**src/rtl/l2_cache_pkg.sv**
```systemverilog
// Shared L2 cache definitions: geometry, way/tag/index types and the
// tag-lookup sequencer state encoding.
package l2_cache_pkg;

    localparam int ADDR_SIZE  = 32;
    localparam int TAG_BITS   = 12;
    localparam int INDEX_BITS = 14;
    localparam int WAYS       = 8;
    localparam int WAY_BITS   = $clog2(WAYS);

    typedef logic [TAG_BITS-1:0]   tag_t;
    typedef logic [INDEX_BITS-1:0] index_t;
    typedef logic [WAY_BITS-1:0]   way_t;

    typedef enum logic [1:0] {
        IDLE = 2'd0,
        SCAN = 2'd1,
        RESP = 2'd2
    } state_e;

endpackage

```
**src/rtl/way_tag_compare.sv**
```systemverilog
// Single shared tag comparator: a way matches when its line is valid and its
// stored tag equals the tag latched from the request.
module way_tag_compare
    import l2_cache_pkg::*;
#(
    parameter int TAG_BITS = l2_cache_pkg::TAG_BITS
) (
    input  logic [TAG_BITS-1:0] lat_tag_i,
    input  logic [TAG_BITS-1:0] rd_tag_i,
    input  logic                rd_vld_i,
    output logic                match_o
);

    assign match_o = rd_vld_i && (rd_tag_i == lat_tag_i);

endmodule

```
**src/rtl/tag_lookup_sequencer.sv**
```systemverilog
// Walks every way of one L2 set through a single tag comparator and reports hit way or victim way.
// Optional TAG_LOOKUP_EARLY_EXIT_EN: stop scanning at the first match (resp_multi_o then tied to 0).
module tag_lookup_sequencer #(
    parameter int ADDR_SIZE  = l2_cache_pkg::ADDR_SIZE,
    parameter int TAG_BITS   = l2_cache_pkg::TAG_BITS,
    parameter int INDEX_BITS = l2_cache_pkg::INDEX_BITS,
    parameter int WAYS       = l2_cache_pkg::WAYS
) (
    input  logic                     clk,
    input  logic                     rst_n,
    input  logic                     req_valid_i,
    output logic                     req_ready_o,
    input  logic [ADDR_SIZE-1:0]     req_addr_i,
    output logic                     tag_rd_en_o,
    output logic [INDEX_BITS-1:0]    tag_rd_set_o,
    output logic [$clog2(WAYS)-1:0]  tag_rd_way_o,
    input  logic [TAG_BITS-1:0]      tag_rd_tag_i,
    input  logic                     tag_rd_vld_i,
    output logic                     resp_valid_o,
    input  logic                     resp_ready_i,
    output logic                     resp_hit_o,
    output logic [$clog2(WAYS)-1:0]  resp_way_o,
    output logic                     resp_multi_o
);
    import l2_cache_pkg::*;

    localparam int WAY_BITS = $clog2(WAYS);
    localparam logic [WAY_BITS-1:0] LAST_WAY = WAY_BITS'(WAYS - 1);

    state_e                state_q, state_d;
    logic [TAG_BITS-1:0]   tag_q, tag_d;
    logic [INDEX_BITS-1:0] idx_q, idx_d;
    logic [WAY_BITS-1:0]   rd_way_q, rd_way_d;
    logic [WAY_BITS-1:0]   cmp_way_q, cmp_way_d;
    logic [WAY_BITS-1:0]   hit_way_q, hit_way_d;
    logic [WAY_BITS-1:0]   inv_way_q, inv_way_d;
    logic [WAY_BITS-1:0]   rr_q, rr_d;
    logic                  rd_done_q, rd_done_d;
    logic                  cmp_vld_q, cmp_vld_d;
    logic                  hit_q, hit_d;
    logic                  multi_q, multi_d;
    logic                  inv_q, inv_d;
    logic                  match;
    logic                  unused_addr_lsbs;

    assign unused_addr_lsbs = ^req_addr_i[ADDR_SIZE-TAG_BITS-INDEX_BITS-1:0];

    way_tag_compare #(.TAG_BITS(TAG_BITS)) u_cmp (
        .lat_tag_i (tag_q),
        .rd_tag_i  (tag_rd_tag_i),
        .rd_vld_i  (tag_rd_vld_i),
        .match_o   (match)
    );

    always_comb begin
        state_d      = state_q;
        tag_d        = tag_q;
        idx_d        = idx_q;
        rd_way_d     = rd_way_q;
        cmp_way_d    = cmp_way_q;
        hit_way_d    = hit_way_q;
        inv_way_d    = inv_way_q;
        rr_d         = rr_q;
        rd_done_d    = rd_done_q;
        cmp_vld_d    = cmp_vld_q;
        hit_d        = hit_q;
        multi_d      = multi_q;
        inv_d        = inv_q;
        req_ready_o  = 1'b0;
        tag_rd_en_o  = 1'b0;
        tag_rd_set_o = '0;
        tag_rd_way_o = '0;
        resp_valid_o = 1'b0;
        resp_hit_o   = 1'b0;
        resp_way_o   = '0;
        resp_multi_o = 1'b0;

        case (state_q)
            IDLE: begin
                req_ready_o = 1'b1;
                if (req_valid_i) begin
                    tag_d     = req_addr_i[ADDR_SIZE-1 -: TAG_BITS];
                    idx_d     = req_addr_i[ADDR_SIZE-TAG_BITS-1 -: INDEX_BITS];
                    hit_d     = 1'b0;
                    multi_d   = 1'b0;
                    inv_d     = 1'b0;
                    rd_way_d  = '0;
                    rd_done_d = 1'b0;
                    cmp_vld_d = 1'b0;
                    state_d   = SCAN;
                end
            end

            SCAN: begin
                tag_rd_set_o = idx_q;
                // Issue the read for this cycle; its data is compared next cycle.
                cmp_vld_d = !rd_done_q;
                if (!rd_done_q) begin
                    tag_rd_en_o  = 1'b1;
                    tag_rd_way_o = rd_way_q;
                    cmp_way_d    = rd_way_q;
                    rd_way_d     = rd_way_q + 1'b1;
                    rd_done_d    = (rd_way_q == LAST_WAY);
                end
                if (cmp_vld_q) begin
                    if (match) begin
                        if (!hit_q) begin
                            hit_d     = 1'b1;
                            hit_way_d = cmp_way_q;
                        end else begin
                            multi_d = 1'b1;
                        end
                    end
                    if (!tag_rd_vld_i && !inv_q) begin
                        inv_d     = 1'b1;
                        inv_way_d = cmp_way_q;
                    end
                end
                if (rd_done_q) state_d = RESP;
`ifdef TAG_LOOKUP_EARLY_EXIT_EN
                // The read issued this cycle is left to die; RESP ignores its data.
                if (cmp_vld_q && match) state_d = RESP;
`endif
            end

            RESP: begin
                resp_valid_o = 1'b1;
                resp_hit_o   = hit_q;
                resp_way_o   = hit_q ? hit_way_q : (inv_q ? inv_way_q : rr_q);
`ifdef TAG_LOOKUP_EARLY_EXIT_EN
                resp_multi_o = 1'b0;
`else
                resp_multi_o = multi_q;
`endif
                if (resp_ready_i) begin
                    state_d = IDLE;
                    // Round-robin victim only advances when it was actually used.
                    if (!hit_q && !inv_q) rr_d = rr_q + 1'b1;
                end
            end

            default: state_d = IDLE;
        endcase
    end

    always_ff @(posedge clk or negedge rst_n) begin
        if (!rst_n) begin
            state_q   <= IDLE;
            tag_q     <= '0;
            idx_q     <= '0;
            rd_way_q  <= '0;
            cmp_way_q <= '0;
            hit_way_q <= '0;
            inv_way_q <= '0;
            rr_q      <= '0;
            rd_done_q <= 1'b0;
            cmp_vld_q <= 1'b0;
            hit_q     <= 1'b0;
            multi_q   <= 1'b0;
            inv_q     <= 1'b0;
        end else begin
            state_q   <= state_d;
            tag_q     <= tag_d;
            idx_q     <= idx_d;
            rd_way_q  <= rd_way_d;
            cmp_way_q <= cmp_way_d;
            hit_way_q <= hit_way_d;
            inv_way_q <= inv_way_d;
            rr_q      <= rr_d;
            rd_done_q <= rd_done_d;
            cmp_vld_q <= cmp_vld_d;
            hit_q     <= hit_d;
            multi_q   <= multi_d;
            inv_q     <= inv_d;
        end
    end

endmodule

```
**config.mk**
```make
export PLATFORM = sky130hd
export DESIGN_NAME = tag_lookup_sequencer
export DESIGN_NICKNAME = d
export VERILOG_FILES = /design/src/rtl/l2_cache_pkg.sv /design/src/rtl/way_tag_compare.sv /design/src/rtl/tag_lookup_sequencer.sv
export SDC_FILE = /design/constraint.sdc
export NUM_CORES = 1
export LEC_CHECK = 0
export ABC_AREA = 1
export CELL_PAD_IN_SITES_DETAIL_PLACEMENT = 1
export CELL_PAD_IN_SITES_GLOBAL_PLACEMENT = 1
export CORE_MARGIN = 2
export CORE_UTILIZATION = 35
export DETAILED_ROUTE_END_ITERATION = 7
export PLACE_DENSITY = 0.87
export SLEW_MARGIN = 20
export SYNTH_ARGS = -nofsm -noshare
export SYNTH_HDL_FRONTEND = slang
export SYNTH_SLANG_ARGS = --single-unit
```
**constraint.sdc**
```tcl
create_clock -name clk -period 4.5 [get_ports clk]
set_clock_uncertainty 0.2 [all_clocks]
set_input_delay 1.35 -clock clk [delete_from_list [all_inputs] [get_ports clk]]
set_output_delay 1.35 -clock clk [all_outputs]
set_load 0.02 [all_outputs]
```
**After elaboration in Yosys (flattened, before gate mapping)**

Cells that the tools add are included.

- Add/subtract/negate cells: 2
- Equality and inequality tests: 12
- Muxes and demuxes: 33
- Bitwise operators: 2
- Reductions and logical operators: 20

Operators by type and width:

| operator | count |
|---|---|
| 3-bit two-way mux | 7 |
| 2-bit inequality test (second input constant) | 8 |
| 1-bit two-way mux | 15 |
| 14-bit two-way mux | 1 |
| 12-bit equality test | 1 |
| 3-bit AND reduction | 4 |
| 4-bit AND reduction | 3 |
| 1-bit one-hot mux with 2 select lines | 5 |
| 3-bit by 1-bit adder with 3-bit output (second input constant) | 2 |
| 2-bit two-way mux | 3 |
| 2-bit one-hot mux with 3 select lines | 1 |
| 3-bit one-hot mux with 2 select lines | 1 |
| 2-bit AND reduction | 3 |
| 5-bit AND reduction | 1 |
| 1-bit logical NOT | 4 |
| 3-bit equality test (second input constant) | 1 |
| 1-bit logical AND | 3 |
| 2-bit by 1-bit equality test with 1-bit output (second input constant) | 1 |
| 2-bit equality test (second input constant) | 1 |
| 2-bit logical NOT | 1 |
| 1-bit NOT | 2 |
| 2-bit nonzero test | 1 |

- Register bits: 48
- Input port bits: 49
- Output and inout port bits: 25

**Logic depth before layout (Yosys ltp)**

Gate-level depths: netlist of the first run.

- Depth in word-level cells: 5
- Mapped depth: 9
- Mapped depth without buffers: 9

**Cells and area by module**

A second synthesis of the first run with hierarchy kept.

- Cell total of the unflattened synthesis: 326
- Area, all modules: 2,381.0 um^2

Modules (own cells, without submodules):

| module | times used | cells an instance | area an instance (um^2) |
|---|---|---|---|
| tag_lookup_sequencer | 1 | 276 | 2,167.1 |
| way_tag_compare | 1 | 50 | 214.0 |

**Worst setup path before layout of the first run**

No wires, ideal clock.

- Path type: flip-flop to output port
- Start point: register state_q[0]
- End point: output resp_way_o[1]
- Data arrival time: 1.242 ns
- Slack: 1.708 ns
- Stages on the path, launching flop included: 6
- Buffers on the path: 0
- Cell sequence: dfrtp_1 > inv_2 > nand2_2 > inv_1 > o21ai_0 > a31oi_1

- Word-level cells in the longest chain between the ends: 2

RTL lines:

| what | RTL line | source |
|---|---|---|
| start: declaration | tag_lookup_sequencer.sv:30 | `state_e state_q, state_d;` |
| start signal: assignment | tag_lookup_sequencer.sv:162 | `state_q <= state_d;` |
| 2-bit equality test | tag_lookup_sequencer.sv:78 | `case (state_q)` |
| 3-bit two-way mux | tag_lookup_sequencer.sv:78 |  |
| end: declaration | tag_lookup_sequencer.sv:22 | `output logic [$clog2(WAYS)-1:0] resp_way_o,` |

Every way passes these cells.

**Worst setup path in the final report of the first run**

- Start point: register state_q[1]
- End point: output tag_rd_way_o[0]

- Word-level cells in the longest chain between the ends: 2

RTL lines:

| what | RTL line | source |
|---|---|---|
| 2-bit by 1-bit equality test with 1-bit output | tag_lookup_sequencer.sv:78 |  |
| 3-bit two-way mux | tag_lookup_sequencer.sv:78 |  |
| end: declaration | tag_lookup_sequencer.sv:16 | `output logic [$clog2(WAYS)-1:0] tag_rd_way_o,` |

Every way passes these cells.

==> impl_summary.txt, run 1 <==
----------------------------------------------------
[Final layout]
  Final Cell Area ... roughly 3400 um^2
  Number of inserted diodes ... 0
  # nets final ... 437
  Share of cells above drive strength 1 ... 0.156
  Area growth from synthesis to layout ... 31.2%
  Number of fill cells in the layout ... ~900

[Synth]
  Netlist area before placement ... approximately 2600 um^2
  Number of synthesized flops with an enable pin ... 0
  Syn avg cell area ... 8.20 um^2
  Share of flip-flops with an asynchronous set or reset ... 1.00
  Top FF cell, synth ... dfrtp_1
  Area share of the leading cell type in the synthesized netlist ... 0.462
  Synthesized Nets ... about 370
  Post-synth top area cell ... dfrtp_1
  Post-synthesis sequential element count ... between 40 and 50
  Most frequent cells after synthesis ... 90 x nand2_1, 49 x inv_1, 48 x dfrtp_1
  Unique cell type count in the Yosys netlist ... 31
  Number of cells produced by synthesis ... approximately 320
  Sequential share of the synthesized area ... 0.462
  Cell with the most instances after synthesis ... nand2_1
  Top post-synthesis cells by area ... dfrtp_1 46%, nand2_1 13%, o21ai_2 8.4%, inv_1 7.1%, nor2_1 5.1%
  Synth warn ... 0

[Power and ir drop]
  Share of power burned in registers ... 0.330
  Cell Int Power ... approximately 1.2 mW
  Power dissipated by switching net loads ... around 0.99 mW
  Leak pwr ... ~1.6 nW
  Power Dens Cells ... 643 nW/um^2
  Power Total ... roughly 2.2 mW
  Portion of total power attributed to combinational logic ... 0.554
  Worst IR drop on VDD ... between 0.2 and 0.3 mV
  Switching Fraction ... 0.450
  Share of total power in the clock network ... 0.116

[Timing]
  Slew at the pin closest to its max-slew limit ... around 0.7 ns
  Final count of negative-setup-slack endpoints ... 0
  Fin crit share ... 0.794
  Worst slew slack as a fraction of its limit ... 0.545
  TNS Setup ... 0 ns
  Final hold vios ... 0
  Setup repair after global routing missed its margin ... false
  Post-layout min period ... 3.57 ns
  Top achievable clock speed ... around 0.28 GHz
  Max-slew violation total from the final report ... 0

[Placement]
  Port buffer count ... between 60 and 70
  Post-placement cell area ... between 3000 and 4000 um^2
  Final RePlAce weighted congestion ... between 0.7 and 0.8
  HPWL reported at the end of detailed placement ... ~5 mm

[Floorplan]
  Die area ... 8130 um^2
  Boundary pin count ... 74
  Die Span X ... around 90 um
  Starting Density ... 0.360
  Placeable core region ... ~7200 um^2
  Vert. Die Dim ... 90.2 um
  Cell row count ... 31

[Drt]
  Topmost layer with routed signal wires ... met4
  Number of design rule violations left after detail routing ... 0
  Detail Route met2 WL ... 3.40 mm
  Vias post-DR ... ~2200
  Mean routed wirelength per cell ... between 10 and 15 um
  Routed metal-1 wire length ... 2.82 mm
  Number of search-and-repair iterations in the first detailed-routing pass ... 4
  DRT iter0 DRCs ... 77
  Remaining antenna violation count after routing ... 0
  Wire length after detailed routing ... around 6.5 mm
  Met3 routed WL ... approximately 250 um
  Detailed-route vias per instance ... roughly 4.5

[GRT]
  Via count of the first global-routing pass ... between 2000 and 2500
  Wire length of the first global-routing pass ... ~12 mm
  Antenna violations before repair ... 0
  Maximum number of pins on one net before global-route repair ... 56
  GRT Residual Overflow ... 0
  GRT Resource Usage Total ... 0.173

[Clock network]
  Post-CTS setup-driven buffer insertion count ... 0
  Clock insertion delay at the later pin of the skew report ... 0.31 ns
  CTS tree ... built
  Root Buffer ... clkbuf_8
  Number of gates resized after CTS ... 0
  Number of hold buffers added after cts ... 0
  H-tree level count ... 2
  Maximum clock insertion buffer count ... 2
  CTS Buf Count ... 5
  Register clock-pin slew on the reported worst setup and hold paths ... around 0.1 ns
  CTS sink count ... 48

[Critical path]
  Number of buffer and inverter instances along the worst setup path ... 3
  Kind of cell adding the most delay to the critical path ... buffers and inverters
  Maximum cell stage delay along the critical path ... about 0.6 ns
  Stages on worst setup path ... 6
  CP Cell Sequence ... nor2_4 > inv_4 > nor2_8 > inv_4 > nor2_1 > clkdlybuf4s50_1
  Length in cells of the worst reg-to-reg path ... 7
  Startpoint type of the worst setup path ... flop
  Cell type with the highest occurrence count on the critical path ... inv_4
  WP data required ... 2.95 ns
  Critical path arrival ... approximately 2.0 ns
  Largest driver fanout on the critical path ... 16
  Slowest library cell on the worst path ... clkdlybuf4s50_1
  Setup Crit Path Kind ... reg -> out
  Critical path endpoint category ... primary output

[Outcome]
  Status ... complete, no violations

[Worst hold path]
  Worst hold path stage count ... 1
  Worst hold-check path type ... reg -> reg

[Flow run]
  Max-Cap Viols ... 0

----------------------------------------------------
-- state kept, by name, summed over array words and instances (netlist names) --
register	flops
cmp_vld_q	1
state_q	2
multi_q	1
hit_q	1
rr_q	3
hit_way_q	3
inv_q	1
inv_way_q	3
cmp_way_q	3
idx_q	14
rd_done_q	1
rd_way_q	3
tag_q	12
-- stage by stage --
| step | hold WS (ns) | setup WS, ns | util | cells |
|---|---|---|---|---|
| 2_1_floorplan | 0.237 | 1.71 | - | 317 |
| 3_3_place_gp | 0.265 | 1.28 | 0.461 | 477 |
| 3_5_place_dp | 0.269 | 1.24 | 0.461 | 477 |
| 4_1_cts | 0.291 | 0.899 | 0.472 | 484 |
| 5_1_grt | 0.329 | 0.792 | 0.473 | 484 |
| 6_report | 0.289 | 0.925 | 0.473 | 484 |
-- layout by cell type, fill, tap and decap left out, drive strengths merged --
master / n
nand3: 6
ha: 3
nor2: 44
o21ai: 36
nand2: 96
clkinvlp: 1
o22ai: 1
o21bai: 3
o211ai: 1
clkinv: 1
o31ai: 1
dfrtp: 48
a31oi: 2
clkbuf: 5
mux2: 1
nand4: 4
and2: 1
buf: 1
a21oi: 5
xor2: 2
xnor2: 2
clkdlybuf4s50: 66
inv: 55
-- cell families (layout without fill, tap and decap cells) --
| kind of cell | after synthesis | after routing | synth area share |
|---|---|---|---|
| and+or+nand+nor | 151 | 151 | 0.257 |
| buffers and inverters | 61 | 129 | 0.106 |
| AOI/OAI and AO/OA | 49 | 49 | 0.141 |
| DFF | 48 | 48 | 0.462 |
| xor gates and xnor gates | 4 | 4 | 0.0135 |
| adders and majority gates | 3 | 3 | 0.0144 |
| muxes | 1 | 1 | 0.00578 |
-- area by class of cell --
type | count | area [um^2] | share of cell area
Clock buffer | 5 | 68.8 | 0.0202
Clock inverter | 2 | 12.5 | 0.00367
Sequential cell | 48 | 1200 | 0.352
Multi-Input combinational cell | 208 | 1120 | 0.329
Inverter | 55 | 214 | 0.0627
Timing Repair Buffer | 67 | 668 | 0.196
Tap cell | 99 | 124 | 0.0363
-- routing by layer --
| metal | vias to the layer above | global-route usage |
|---|---|---|
| met5 | - | 0 |
| met4 | 0 | 0.0397 |
| met3 | 8 | 0.0402 |
| met2 | 42 | 0.313 |
| met1 | 1042 | 0.208 |
| li1 | 1109 | - |
-- final timing paths --
check	from	slack (ns)	to
min in group asynchronous	rst_n	0.85	rr_q[2]
min	rr_q[2]	0.29	rr_q[2]
max reg2reg	state_q[1]	2.61	idx_q[5]
min reg2reg	rr_q[2]	0.29	rr_q[2]
max	state_q[1]	0.93	tag_rd_way_o[0]
max in group asynchronous	rst_n	2.81	rd_way_q[1]
-- power groups by stage --
stage               clock, mW  sequential (mW)  combinational (mW)
floorplan                   0            0.701               0.860
global placement            0            0.719                1.18
detailed placement          0            0.733                1.23
CTS                     0.261            0.726                1.24
global route            0.278            0.744                1.36
finish                  0.255            0.724                1.22
(Power assumes the default switching activity.)
==> run 2: changes to the inputs <==
CORE_UTILIZATION = 31   (was 35)
PLACE_DENSITY = 0.82   (was 0.87)
clock period = 3 ns   (was 4.5 ns; I/O delays follow)
==> impl_summary.txt, run 2 (synthesis results as in run 1) <==
----------------------------------------------------
[Power and ir drop]
  Portion of total power attributed to combinational logic ... 0.539 (-0.015)
  Switching Fraction ... 0.438 (-0.0125)
  Power Dens Cells ... 953 nW/um^2 (+48%)
  Power dissipated by switching net loads ... 1.47 mW (+49%)
  Cell Int Power ... 1.89 mW (+56%)
  Leak pwr ... 1.90 nW (+17%)
  Share of power burned in registers ... 0.323 (-0.007)
  Share of total power in the clock network ... 0.138 (+0.022)
  Worst IR drop on VDD ... 0.372 mV (+39%)

[Critical path]
  WP data required ... 1.90 ns (-1.05 ns)
  Critical path arrival ... 1.71 ns (-0.31 ns)
  Length in cells of the worst reg-to-reg path ... 8 (+1)
  Largest driver fanout on the critical path ... 16 (unchanged)
  Internal reg-to-reg setup slack ... 1.38 ns (-1.23 ns)
  Startpoint type of the worst setup path ... flop
  Setup Crit Path Kind ... reg -> out
  Reg2Reg Launch Point ... state_q[1]
  Critical path endpoint category ... primary output
  Critical register-to-register path endpoint ... idx_q[9]

[Final layout]
  Number of inserted diodes ... 0 (unchanged)
  Regs by FF count ... idx_q: 14 flops, tag_q: 12 flops
  Final Cell Area ... 3520 um^2 (+3.3%)
  Most frequent cells in the layout ... 90 x nand2_1, 49 x inv_1, 48 x dfrtp_1
  # nets final ... 442 (+1.1%)
  Max reg flops ... 14 (unchanged)
  Area growth from synthesis to layout ... 35.5%
  Commonest non-fill, non-tap cell in the layout ... nand2_1
  Most flops, register ... idx_q
  Share of cells above drive strength 1 ... 0.166 (+0.0104)

[Clock network]
  CTS sink count ... 48 (unchanged)
  H-tree level count ... 2 (unchanged)
  Number of hold buffers added after cts ... 0 (unchanged)
  Clock insertion delay at the later pin of the skew report ... 0.30 ns (about the same)
  Maximum clock insertion buffer count ... 2 (unchanged)
  Post-CTS setup-driven buffer insertion count ... 0 (unchanged)
  CTS tree ... built
  CTS Buf Count ... 5 (unchanged)
  Register clock-pin slew on the reported worst setup and hold paths ... 0.09 ns (about the same)
  Root Buffer ... clkbuf_8

[Floorplan]
  Boundary pin count ... 74 (unchanged)
  Die Span X ... 95.6 um (+6.0%)
  Starting Density ... 0.318 (-0.0423)
  Placeable core region ... 8180 um^2 (+13%)
  Cell row count ... 33 (+6.5%)
  Vert. Die Dim ... 95.6 um (+6.0%)
  Die area ... 9130 um^2 (+12%)

[Placement]
  Placement Setup Slack ... 0.219 ns (-1.02 ns)
  Final RePlAce weighted congestion ... 0.746 (-1.4%)
  Post-placement cell area ... 3380 um^2 (+1.7%)
  HPWL reported at the end of detailed placement ... 5.27 mm (+5.5%)
  Port buffer count ... 67 (unchanged)

[GRT]
  Via count of the first global-routing pass ... 2492 (+2.6%)
  GRT Residual Overflow ... 0 (unchanged)
  Wire length of the first global-routing pass ... 11.5 mm (-0.18%)
  Antenna violations before repair ... 0 (unchanged)
  Maximum number of pins on one net before global-route repair ... 25 (-55%)
  GRT Resource Usage Total ... 0.162 (-0.0109)

[Flow run]
  Max-Cap Viols ... 0 (unchanged)

[Drt]
  Detailed-route vias per instance ... 4.61 (+1.4%)
  Topmost layer with routed signal wires ... met4
  Mean routed wirelength per cell ... 13.5 um (about the same)
  Routed metal-1 wire length ... 2.72 mm (-3.6%)
  Remaining antenna violation count after routing ... 0 (unchanged)
  Number of design rule violations left after detail routing ... 0 (unchanged)
  Number of search-and-repair iterations in the first detailed-routing pass ... 4 (unchanged)
  Detail Route met2 WL ... 3.57 mm (+5.3%)
  Vias post-DR ... 2288 (+4.0%)
  Wire length after detailed routing ... 6.71 mm (+2.4%)
  DRT iter0 DRCs ... 70 (-9.1%)
  Met3 routed WL ... 303 um (+22%)

[Timing]
  Setup repair after global routing missed its margin ... false
  Post-layout min period ... between 2 and 3 ns
  Slew at the pin closest to its max-slew limit ... 0.574 ns (-0.108 ns)
  Fin crit share ... 0.938
  Final hold vios ... 0 (unchanged)
  Post-route setup slack ... 0.187 ns (-0.738 ns)
  Max-slew violation total from the final report ... 0 (unchanged)
  TNS Setup ... 0 ns (unchanged)
  Top achievable clock speed ... 0.356 GHz
  Final count of negative-setup-slack endpoints ... 0 (unchanged)
  Worst slew slack as a fraction of its limit ... 0.617 (+0.0720)

[Worst hold path]
  Hold path endpoint ... hit_way_q[1]
  Worst hold path stage count ... 2 (+1)
  Worst Min Path Start ... hit_way_q[1]
  Worst hold-check path type ... reg -> reg

[Outcome]
  Status ... complete, no violations

----------------------------------------------------
-- run 2: changes by cell type in the layout (fill, tap and decap cells not counted), sizes merged --
cell and delta:
clkbuf +1, dlygate4sd2 +6, bufinv +1, clkdlybuf4s50 -21
clkinvlp -1, buf +5, dlymetal6s2s +15
-- run 2: what timing repair did --
action	CTS	global route
gates resized for setup	6	15
setup endpoints to repair	6	15
pin swaps	0	0
-- run 2: power by group through the flow --
stage / logic [mW] / registers, mW / clock network, mW
6_report: 1.81 / 1.08 / 0.464
5_1_grt: 2.02 / 1.13 / 0.501
4_1_cts: 1.87 / 1.09 / 0.479
3_5_place_dp: 1.87 / 1.10 / 0
3_3_place_gp: 1.81 / 1.08 / 0
2_1_floorplan: 1.29 / 1.05 / 0
-- run 2: area by class of cell --
cell class | count | area (um^2)
Clock buffer | 6 | 72.6
Clock inverter | 2 | 35.0
Fill cell | 1001 | 4650
Inverter | 55 | 214
Multi-Input combinational cell | 208 | 1120
Sequential cell | 48 | 1200
Tap cell | 105 | 131
Timing Repair Buffer | 72 | 746
-- run 2: per-stage QoR --
stage,hold WS [ns],utilization,std cells,total power [mW]
after floorplan,0.237,-,317,2.34
after global placement,0.264,0.414,488,2.89
after detailed placement,0.258,0.414,488,2.98
after CTS,0.280,0.426,496,3.44
after global routing,0.295,0.431,496,3.65
final,0.278,0.431,496,3.36
-- run 2: worst max-delay path: stages (launching register included) --
cell and delay [ns]:
dfrtp_1 0.44, nor2_4 0.22, inv_4 0.13, nor2_8 0.14
inv_4 0.08, nor2_1 0.08, dlygate4sd2_1 0.33
-- run 2: worst max-delay path by stage --
stage	startpoint	end	slack (ns)	cells past startpoint
after detailed placement	state_q[1]	tag_rd_way_o[0]	0.22	6
after global routing	state_q[1]	tag_rd_way_o[0]	0.03	6
final	state_q[1]	tag_rd_way_o[0]	0.19	6
after global placement	state_q[1]	tag_rd_way_o[0]	0.23	6
after CTS	state_q[1]	tag_rd_en_o	0.03	4
after floorplan	state_q[0]	resp_way_o[1]	0.66	5
-- run 2: layer usage --
layer / vias to the layer above / GRT usage
met1: 1108 / 0.187
met4: 0 / 0.0583
met3: 10 / 0.0340
met5: - / 0
li1: 1124 / -
met2: 46 / 0.293
==> run 3: changes to the inputs <==
CTS_BUF_LIST = sky130_fd_sc_hd__clkbuf_16   (was unset)
==> impl_summary.txt, run 3 (synthesis results as in run 1) <==
----------------------------------------------------
[Drt]
  Number of search-and-repair iterations in the first detailed-routing pass ... 4 (unchanged)
  Wire length after detailed routing ... 6.78 mm (+1.1%)
  Remaining antenna violation count after routing ... 0 (unchanged)
  Number of design rule violations left after detail routing ... 0 (unchanged)
  Vias post-DR ... 2273 (-0.66%)
  DRT iter0 DRCs ... 64 (-8.6%)
  Mean routed wirelength per cell ... 13.7 um (+1.1%)
  Detailed-route vias per instance ... 4.58 (-0.66%)

[Clock network]
  Maximum clock insertion buffer count ... 2 (unchanged)
  CTS sink count ... 48 (unchanged)
  CTS Buf Count ... 5 (unchanged)
  Root Buffer ... clkbuf_16
  H-tree level count ... 2 (unchanged)
  Register clock-pin slew on the reported worst setup and hold paths ... 0.07 ns (-0.02 ns)
  CTS tree ... built
  Clock insertion delay at the later pin of the skew report ... 0.29 ns (about the same)

[Power and ir drop]
  Leak pwr ... 1.77 nW (-6.9%)
  Power Dens Cells ... 998 nW/um^2 (+4.7%)
  Worst IR drop on VDD ... 0.413 mV (+11%)
  Power Total ... 3.54 mW (+5.6%)

[Timing]
  Worst slew slack as a fraction of its limit ... 0.613 (-0.00390)
  Fin crit share ... 0.973 (+0.0356)
  Post-layout min period ... 2.92 ns (+0.107 ns)
  Final count of negative-setup-slack endpoints ... 0 (unchanged)
  Top achievable clock speed ... 0.343 GHz (-3.7%)
  Slew at the pin closest to its max-slew limit ... 0.580 ns (+0.00585 ns)
  Setup repair after global routing missed its margin ... false
  Max-slew violation total from the final report ... 0 (unchanged)
  TNS Setup ... 0 ns (unchanged)
  Final hold vios ... 0 (unchanged)

[Critical path]
  WP data required ... 1.90 ns (about the same)
  Critical path arrival ... 1.82 ns (+0.11 ns)
  Startpoint type of the worst setup path ... flop
  Setup Crit Path Kind ... reg -> out
  Critical path endpoint category ... primary output
  Largest driver fanout on the critical path ... 16 (unchanged)

[Placement]
  HPWL reported at the end of detailed placement ... 5.27 mm (unchanged)
  Port buffer count ... 67 (unchanged)
  Cell count after placement ... 488 (unchanged)
  Final RePlAce weighted congestion ... 0.746 (unchanged)

[Floorplan]
  Vert. Die Dim ... 95.6 um (unchanged)
  Cell row count ... 33 (unchanged)
  Die Span X ... 95.6 um (unchanged)
  Die area ... 9130 um^2 (unchanged)
  Starting Density ... 0.318 (unchanged)
  Boundary pin count ... 74 (unchanged)
  Placeable core region ... 8180 um^2 (unchanged)

[Final layout]
  Share of cells above drive strength 1 ... 0.166 (unchanged)
  Area growth from synthesis to layout ... 36.6%
  Commonest non-fill, non-tap cell in the layout ... nand2_1
  Register Area ... 1200 um^2 (unchanged)
  Regs by FF count ... idx_q: 14 flops, tag_q: 12 flops
  Max reg flops ... 14 (unchanged)
  Number of fill cells in the layout ... 1001 (unchanged)
  Number of inserted diodes ... 0 (unchanged)
  Most flops, register ... idx_q
  Number of non-filler instances in the completed layout ... 496 (unchanged)
  # nets final ... 442 (unchanged)
  Most frequent cells in the layout ... 90 x nand2_1, 56 x clkdlybuf4s50_1, 50 x inv_1
  Area used by multi-input combinational logic ... 1120 um^2 (unchanged)

[Flow run]
  Max-Cap Viols ... 0 (unchanged)

[GRT]
  GRT Resource Usage Total ... 0.163 (+0.00100)
  GRT Residual Overflow ... 0 (unchanged)
  Wire length of the first global-routing pass ... 11.5 mm (+0.30%)
  Antenna violations before repair ... 0 (unchanged)
  Via count of the first global-routing pass ... 2475 (-0.68%)
  Maximum number of pins on one net before global-route repair ... 25 (unchanged)

[Outcome]
  Status ... complete, no violations

[Worst hold path]
  Worst hold-check path type ... reg -> reg

----------------------------------------------------
==> run 3: cell type report <==
type / instances / area share
Multi-Input combinational cell: 208 / 0.316
Clock inverter: 3 / 0.0109
Sequential cell: 48 / 0.338
Clock buffer: 5 / 0.0352
Inverter: 55 / 0.0603
Tap cell: 105 / 0.0370
Timing Repair Buffer: 72 / 0.202
==> run 3: repair_timing <==
item / in CTS / in global routing
setup buffers: 0 / 0
endpoints found under the hold margin: 0 / 0
endpoints found under the setup margin: 6 / 4
gates resized for setup: 6 / 4
hold buffers: 0 / 0
==> run 3: metal layers <==
layer | GRT usage | routed length, um | up-vias
met2 | 0.300 | 3600 | 43
met5 | 0 | 0 | -
met4 | 0.0512 | 81 | 0
met1 | 0.188 | 2780 | 1094
met3 | 0.0332 | 316 | 8
li1 | - | - | 1128
==> run 3: critical path, stage by stage (launching register included) <==
cell and delay (ns):
dfrtp_1 0.43, nor2_4 0.22, inv_4 0.13, nor2_1 0.13, clkdlybuf4s50_1 0.61
==> run 3: final timing paths <==
path,startpoint,end,slack (ns),cells after the start
worst max-delay path,state_q[1],tag_rd_set_o[2],0.08,4
worst min-delay path,hit_way_q[1],hit_way_q[1],0.27,2
worst max register to register,state_q[1],idx_q[9],1.38,8
worst min register to register,hit_way_q[1],hit_way_q[1],0.27,2
max in group asynchronous,rst_n,state_q[0],1.58,2
min in group asynchronous,rst_n,rr_q[2],0.40,1
==> run 3: report_power, final <==
part | switching (mW) | internal [mW]
Combinational | 1.10 | 0.731
Clock | 0.239 | 0.389
Sequential | 0.159 | 0.927
Total | 1.50 | 2.05
==> run 3: stage by stage <==
stage / setup WS (ns) / instance area (um^2) / util / hold slack [ns]
2_1_floorplan: 0.658 / 2600 / - / 0.237
6_report: 0.0804 / 3550 / 0.434 / 0.271
3_5_place_dp: 0.219 / 3380 / 0.414 / 0.258
4_1_cts: 0.0531 / 3540 / 0.433 / 0.274
3_3_place_gp: 0.230 / 3380 / 0.414 / 0.264
5_1_grt: 0.00633 / 3550 / 0.434 / 0.288
